<file path="src/rtl/dmem_pkg.sv">
// Shared types and constants for the data-side memory controller.
package dmem_pkg;

  // Controller state for RAM transactions
  typedef enum logic [1:0] {
    IDLE = 2'd0,
    REQ  = 2'd1,
    DONE = 2'd2
  } dmem_state_t;

  // Word offsets inside the 16-byte MMIO window
  localparam logic [3:0] CNT_OFS = 4'h0;
  localparam logic [3:0] DBG_OFS = 4'h4;

  // Data returned to the CPU when a transaction is abandoned on timeout
  localparam logic [31:0] BUS_ERR_DATA = 32'hDEADBEEF;

endpackage

</file>
<file path="src/rtl/dmem_mmio_regs.sv">
// MMIO register block: free-running cycle counter, debug output register
// with a one-cycle valid strobe, and the MMIO read multiplexer.
module dmem_mmio_regs
  import dmem_pkg::*;
(
  input  logic        clk,
  input  logic        reset,
  input  logic        wr_sel,
  input  logic [3:0]  ofs,
  input  logic [31:0] wdata,
  output logic [31:0] rdata,
  output logic [31:0] debug_out,
  output logic        debug_valid
);

  logic [31:0] cycle_cnt;
  logic        dbg_wr;

  // A store only lands in debug_out when it targets the debug offset
  assign dbg_wr = wr_sel && (ofs == DBG_OFS);

  // Cycle counter advances every clock and wraps naturally at 2^32
  always_ff @(posedge clk or posedge reset) begin
    if (reset) begin
      cycle_cnt <= '0;
    end else begin
      cycle_cnt <= cycle_cnt + 32'd1;
    end
  end

  // Debug register captures store data; valid pulses for exactly one cycle per write
  always_ff @(posedge clk or posedge reset) begin
    if (reset) begin
      debug_out   <= '0;
      debug_valid <= 1'b0;
    end else begin
      debug_valid <= dbg_wr;
      if (dbg_wr) begin
        debug_out <= wdata;
      end
    end
  end

  // Read mux: unmapped offsets inside the window read as zero
  always_comb begin
    rdata = '0;
    case (ofs)
      CNT_OFS: rdata = cycle_cnt;
      DBG_OFS: rdata = debug_out;
      default: rdata = '0;
    endcase
  end

endmodule

</file>
<file path="src/rtl/dmem_ctrl.sv">
// Data memory controller: converts CPU load/store strobes into a req/ack
// handshake to variable-latency memory, stalling the CPU meanwhile, and
// serves a small non-stalling MMIO window.
module dmem_ctrl
  import dmem_pkg::*;
#(
  parameter int          TIMEOUT   = 64,
  parameter logic [31:0] MMIO_BASE = 32'hFFFF0000
) (
  input  logic        clk,
  input  logic        reset,
  input  logic        cpu_mem_rd,
  input  logic        cpu_mem_we,
  input  logic [31:0] cpu_addr,
  input  logic [31:0] cpu_wdata,
  output logic [31:0] cpu_rdata,
  output logic        cpu_stall,
  output logic        mem_req,
  output logic        mem_we,
  output logic [31:0] mem_addr,
  output logic [31:0] mem_wdata,
  input  logic        mem_ack,
  input  logic [31:0] mem_rdata,
  output logic [31:0] debug_out,
  output logic        debug_valid,
  output logic        align_err,
  output logic        bus_err
);

  localparam int WAIT_W = $clog2(TIMEOUT);
  localparam logic [WAIT_W-1:0] WAIT_LAST = WAIT_W'(TIMEOUT - 1);

  dmem_state_t       state;
  logic [WAIT_W-1:0] wait_cnt;
  logic [31:0]       rdata_q;
  logic [31:0]       mmio_rdata;

  logic access;
  logic misaligned;
  logic is_mmio;
  logic ram_access;
  logic mmio_load;
  logic mmio_store;

  // Address decode; a simultaneous rd+we is handled as a store
  assign access     = cpu_mem_rd || cpu_mem_we;
  assign misaligned = (cpu_addr[1:0] != 2'b00);
  assign is_mmio    = (cpu_addr[31:4] == MMIO_BASE[31:4]);
  assign ram_access = access && !misaligned && !is_mmio;
  assign mmio_load  = (state == IDLE) && cpu_mem_rd && !cpu_mem_we && !misaligned && is_mmio;
  assign mmio_store = (state == IDLE) && cpu_mem_we && !misaligned && is_mmio;

  dmem_mmio_regs u_mmio (
    .clk         (clk),
    .reset       (reset),
    .wr_sel      (mmio_store),
    .ofs         (cpu_addr[3:0]),
    .wdata       (cpu_wdata),
    .rdata       (mmio_rdata),
    .debug_out   (debug_out),
    .debug_valid (debug_valid)
  );

  // Transaction FSM with registered memory-side outputs, timeout and sticky error flags
  always_ff @(posedge clk or posedge reset) begin
    if (reset) begin
      state     <= IDLE;
      wait_cnt  <= '0;
      mem_req   <= 1'b0;
      mem_we    <= 1'b0;
      mem_addr  <= '0;
      mem_wdata <= '0;
      rdata_q   <= '0;
      align_err <= 1'b0;
      bus_err   <= 1'b0;
    end else begin
      if (access && misaligned) begin
        align_err <= 1'b1;
      end
      case (state)
        IDLE: begin
          if (ram_access) begin
            mem_req   <= 1'b1;
            mem_we    <= cpu_mem_we;
            mem_addr  <= {cpu_addr[31:2], 2'b00};
            mem_wdata <= cpu_wdata;
            wait_cnt  <= '0;
            state     <= REQ;
          end
        end
        REQ: begin
          if (mem_ack) begin
            rdata_q <= mem_rdata;
            mem_req <= 1'b0;
            state   <= DONE;
          end else if (wait_cnt == WAIT_LAST) begin
            rdata_q <= BUS_ERR_DATA;
            mem_req <= 1'b0;
            bus_err <= 1'b1;
            state   <= DONE;
          end else begin
            wait_cnt <= wait_cnt + 1'b1;
          end
        end
        DONE: begin
          state <= IDLE;
        end
        default: begin
          mem_req <= 1'b0;
          state   <= IDLE;
        end
      endcase
    end
  end

  // Stall and load-data return are decided combinationally from state and CPU inputs
  always_comb begin
    cpu_stall = 1'b0;
    cpu_rdata = '0;
    case (state)
      IDLE: begin
        cpu_stall = ram_access;
        if (mmio_load) begin
          cpu_rdata = mmio_rdata;
        end
      end
      REQ: begin
        cpu_stall = 1'b1;
      end
      DONE: begin
        if (!mem_we) begin
          cpu_rdata = rdata_q;
        end
      end
      default: begin
        cpu_stall = 1'b0;
      end
    endcase
  end

endmodule

</file>
<file path="config.mk">
export PLATFORM = sky130hd
export DESIGN_NAME = dmem_ctrl
export DESIGN_NICKNAME = d
export VERILOG_FILES = /design/src/rtl/dmem_pkg.sv /design/src/rtl/dmem_mmio_regs.sv /design/src/rtl/dmem_ctrl.sv
export SDC_FILE = /design/constraint.sdc
export NUM_CORES = 1
export LEC_CHECK = 0
export CAP_MARGIN = 10
export CORE_MARGIN = 2
export CORE_UTILIZATION = 25
export CTS_CLUSTER_DIAMETER = 30
export DETAILED_ROUTE_END_ITERATION = 12
export GPL_ROUTABILITY_DRIVEN = 1
export MAX_ROUTING_LAYER = met4
export PLACE_DENSITY_LB_ADDON = 0.3
export SLEW_MARGIN = 20
export SYNTH_ARGS = -nofsm -noshare
export SYNTH_HDL_FRONTEND = slang
export SYNTH_SLANG_ARGS = --single-unit
</file>
<file path="constraint.sdc">
create_clock -name clk -period 18.93 [get_ports clk]
set_input_delay 4.7325 -clock clk [delete_from_list [all_inputs] [get_ports clk]]
set_output_delay 4.7325 -clock clk [all_outputs]
set_load 0.1 [all_outputs]
</file>
==> results_dict.tcl <==
set metrics [dict create \
    hp-class "register to register" \
    synth_warnings 0 \
    hp-start "bus_err" \
    syn-cell-area_um2 7410 \
    ys_seq_area_share_pct 57.8 \
    cp.required_ns 14.20 \
    post-route-period-util_pct 69.6 \
    cellLeakagePower_nw 4.36 \
    fin_skew_ns 0.0119 \
    p_sw_share_pct 43.7 \
    ir_worst_vdd_uv 85.3 \
    grt_overflow 0 \
    synthMuxAreaShare_pct 19.0 \
    final-setup-viol-count 0 \
    pwr-share-comb_pct 39.3 \
    crit_type "input pin to primary output" \
    cts_setup_buffers 0 \
    critical_path.endpoint_type "primary output" \
    synthSimpleGateAreaFrac_pct 8.75 \
    crit_arrival_ns 8.45 \
    yosysTopAreaCell "dfrtp_1" \
    routed_wl_mm 22.3 \
    synth.area.top_cells "dfrtp_1 (58%), mux2_2 (14%), mux2i_1 (4.6%), xnor2_1 (3.3%), o22a_1 (2.8%)" \
    dr.pass1.iters 4 \
    place.gp.congestion 0.753 \
    io_pins 235 \
    synth_edf_count 0 \
    cap_violations 0 \
    cts-resized-gates 0 \
    synthArstFlopShare_pct 100 \
    synth_top_flop_cell "dfrtp_1" \
    coreArea_um2 29400 \
    hold_ws_ns 0.469 \
    clk_pin_slew_worst_paths_ns 0.07 \
    grt_pass1_vias 5907 \
    die_h_um 176 \
    gr-usage-all-layers_pct 15.2 \
    netlist.area_leader.share_pct 57.8 \
    cts.sinks 171 \
    clkLatencyLatePin_ns 0.43 \
    cts_root_buf "clkbuf_16" \
    synth-xor-area-share_pct 3.55 \
    yosys.area_share.adder_pct 0.338 \
    dpl.hpwl_mm 15.6 \
    finalSetupTns_ns 0 \
    grt_first_pass_wirelength_mm 34.9 \
    rows 63 \
    crit_fanout 20 \
    areaGrowthSynthToFinish_pct 44.5 \
    drc 0 \
    grt_antenna_before_repair 1 \
    p_int_w 0.000767 \
    start_util_pct 25.2 \
    p_sw_w 0.000596 \
    wl_per_cell_um 18.4 \
    reg2reg_from "wait_cnt[0]" \
    via_per_inst 4.52 \
    clock_path_buffers 2 \
    synth_cell_types 49 \
    vias 5477 \
    pwr-share-seq_pct 34.9 \
    die_w_um 176 \
    drt_iter0_markers 288 \
    hold_buffers 0 \
    drive_gt1_share_pct 16.8 \
    grt_start_max_net_pins 113 \
    rsz0062_at_grt "false" \
    synth-seq-cells 171 \
    dieArea_um2 31000 \
    cts_max_level 4 \
    startpoint "cpu_addr[12]" \
    drtAntennaViolNets 0 \
    max_freq_ghz 0.0759 \
    cts_buffers 17 \
    pwr-share-clk_pct 25.8 \
    syn_inst 577 \
    syn_area_per_cell_um2 12.8 \
    port-buffer-count 232 \
    status "completed" \
    synth_most_common_cell "dfrtp_1" \
    start_kind "input pin" \
    p_per_area_nw_per_um2 127 \
    fin_util_pct 36.4 \
    min_period_ns 13.18 \
    drv_slew 0 \
    nets 911 \
    cts_tree "yes" \
    synthTopCellsByCount "dfrtp_1 (171), mux2_2 (90), nand2_1 (47)" \
    slew-limit-headroom_pct 28.7 \
    synth_top_family_by_area "multiplexers" \
    hold_violations 0 \
    worst_pin_slew_ns 1.07 \
    synth_compound_area_share_pct 7.72 \
]
logic make-up (layout without fill, tap and decap cells):
logic type      count (synthesis)  count (layout)
mux                           129             129
buf+inv                        40             283
compound gates                 82              82
other cells                     1               3
xor+xnor                       30              30
flops                         171             171
fa+ha+maj                       2               2
simple gates                  122             122
worst paths after layout:
check	end	slack (ns)	cells past startpoint
worst min-delay path	bus_err	0.47	2
max in group asynchronous	rdata_q[12]	12.71	3
worst max register to register	rdata_q[1]	15.99	6
min in group asynchronous	mem_wdata[5]	4.84	2
worst min register to register	bus_err	0.47	2
worst max-delay path	cpu_rdata[26]	5.75	7
metrics by stage:
step / instances / instance area (um^2) / setup slack [ns] / power [W]
after floorplan: 578 / 7410 / 6.33 / 0.000879
after global placement: 1179 / 10100 / 5.70 / 0.00102
after detailed placement: 1179 / 10100 / 5.67 / 0.00102
after CTS: 1211 / 10700 / 5.67 / 0.00138
after global routing: 1212 / 10700 / 5.45 / 0.00142
final: 1212 / 10700 / 5.75 / 0.00136
sequential cells by signal (all words and copies together) (netlist names):
register	flops
u_mmio.cycle_cnt	32
u_mmio.debug_valid	1
mem_req	1
state	2
align_err	1
u_mmio.debug_out	32
bus_err	1
mem_we	1
wait_cnt	6
mem_addr	30
rdata_q	32
mem_wdata	32
layout by cell type, fill, tap and decap left out, types with 4 or more instances in the layout:
master and count:
inv_1 10, buf_4 7, nor2_1 8, o22ai_1 4
and4_1 4, mux2_2 90, inv_6 4, mux2i_1 34
clkdlybuf4s50_1 231, dfrtp_1 171, nand3_1 18, o22a_1 24
xnor2_1 28, nor3_1 4, o21ai_0 34, nand2_1 47
a22o_1 8, mux2_1 5, clkbuf_16 17, nor4_1 4
clkinv_4 4, nand4_1 18
critical path, stage by stage:
cell and delay [ns]:
clkdlybuf4s50_1 0.45, nor4b_1 0.39, and4_1 0.48, nand4_1 0.54, buf_4 0.43, o21ai_0 0.22
clkdlybuf4s50_1 1.16
power groups by stage:
stage          clock network [W]  registers (W)  logic [W]
2_1_floorplan                  0       0.000762   0.000117
3_3_place_gp                   0       0.000479   0.000538
3_5_place_dp                   0       0.000482   0.000539
4_1_cts                 0.000362       0.000476   0.000540
5_1_grt                 0.000380       0.000486   0.000556
6_report                0.000351       0.000476   0.000536
routing by layer:
| layer | share of wire (%) | global-route usage [%] |
|---|---|---|
| met3 | 6.7 | 4.20 |
| met4 | 0.82 | 3.65 |
| met2 | 46 | 23.1 |
| met1 | 47 | 20.3 |
| met5 | 0 | - |
final cells by class:
class / count / area [um^2]
Tap cell: 390 / 488
Timing Repair Buffer: 239 / 2370
Fill cell: 2934 / 18700
Multi-Input combinational cell: 367 / 2940
Clock buffer: 19 / 443
Sequential cell: 171 / 4280
Antenna cell: 1 / 2.50
Inverter: 12 / 52.6
Clock inverter: 13 / 131
Power figures use the tool's default switching activity.
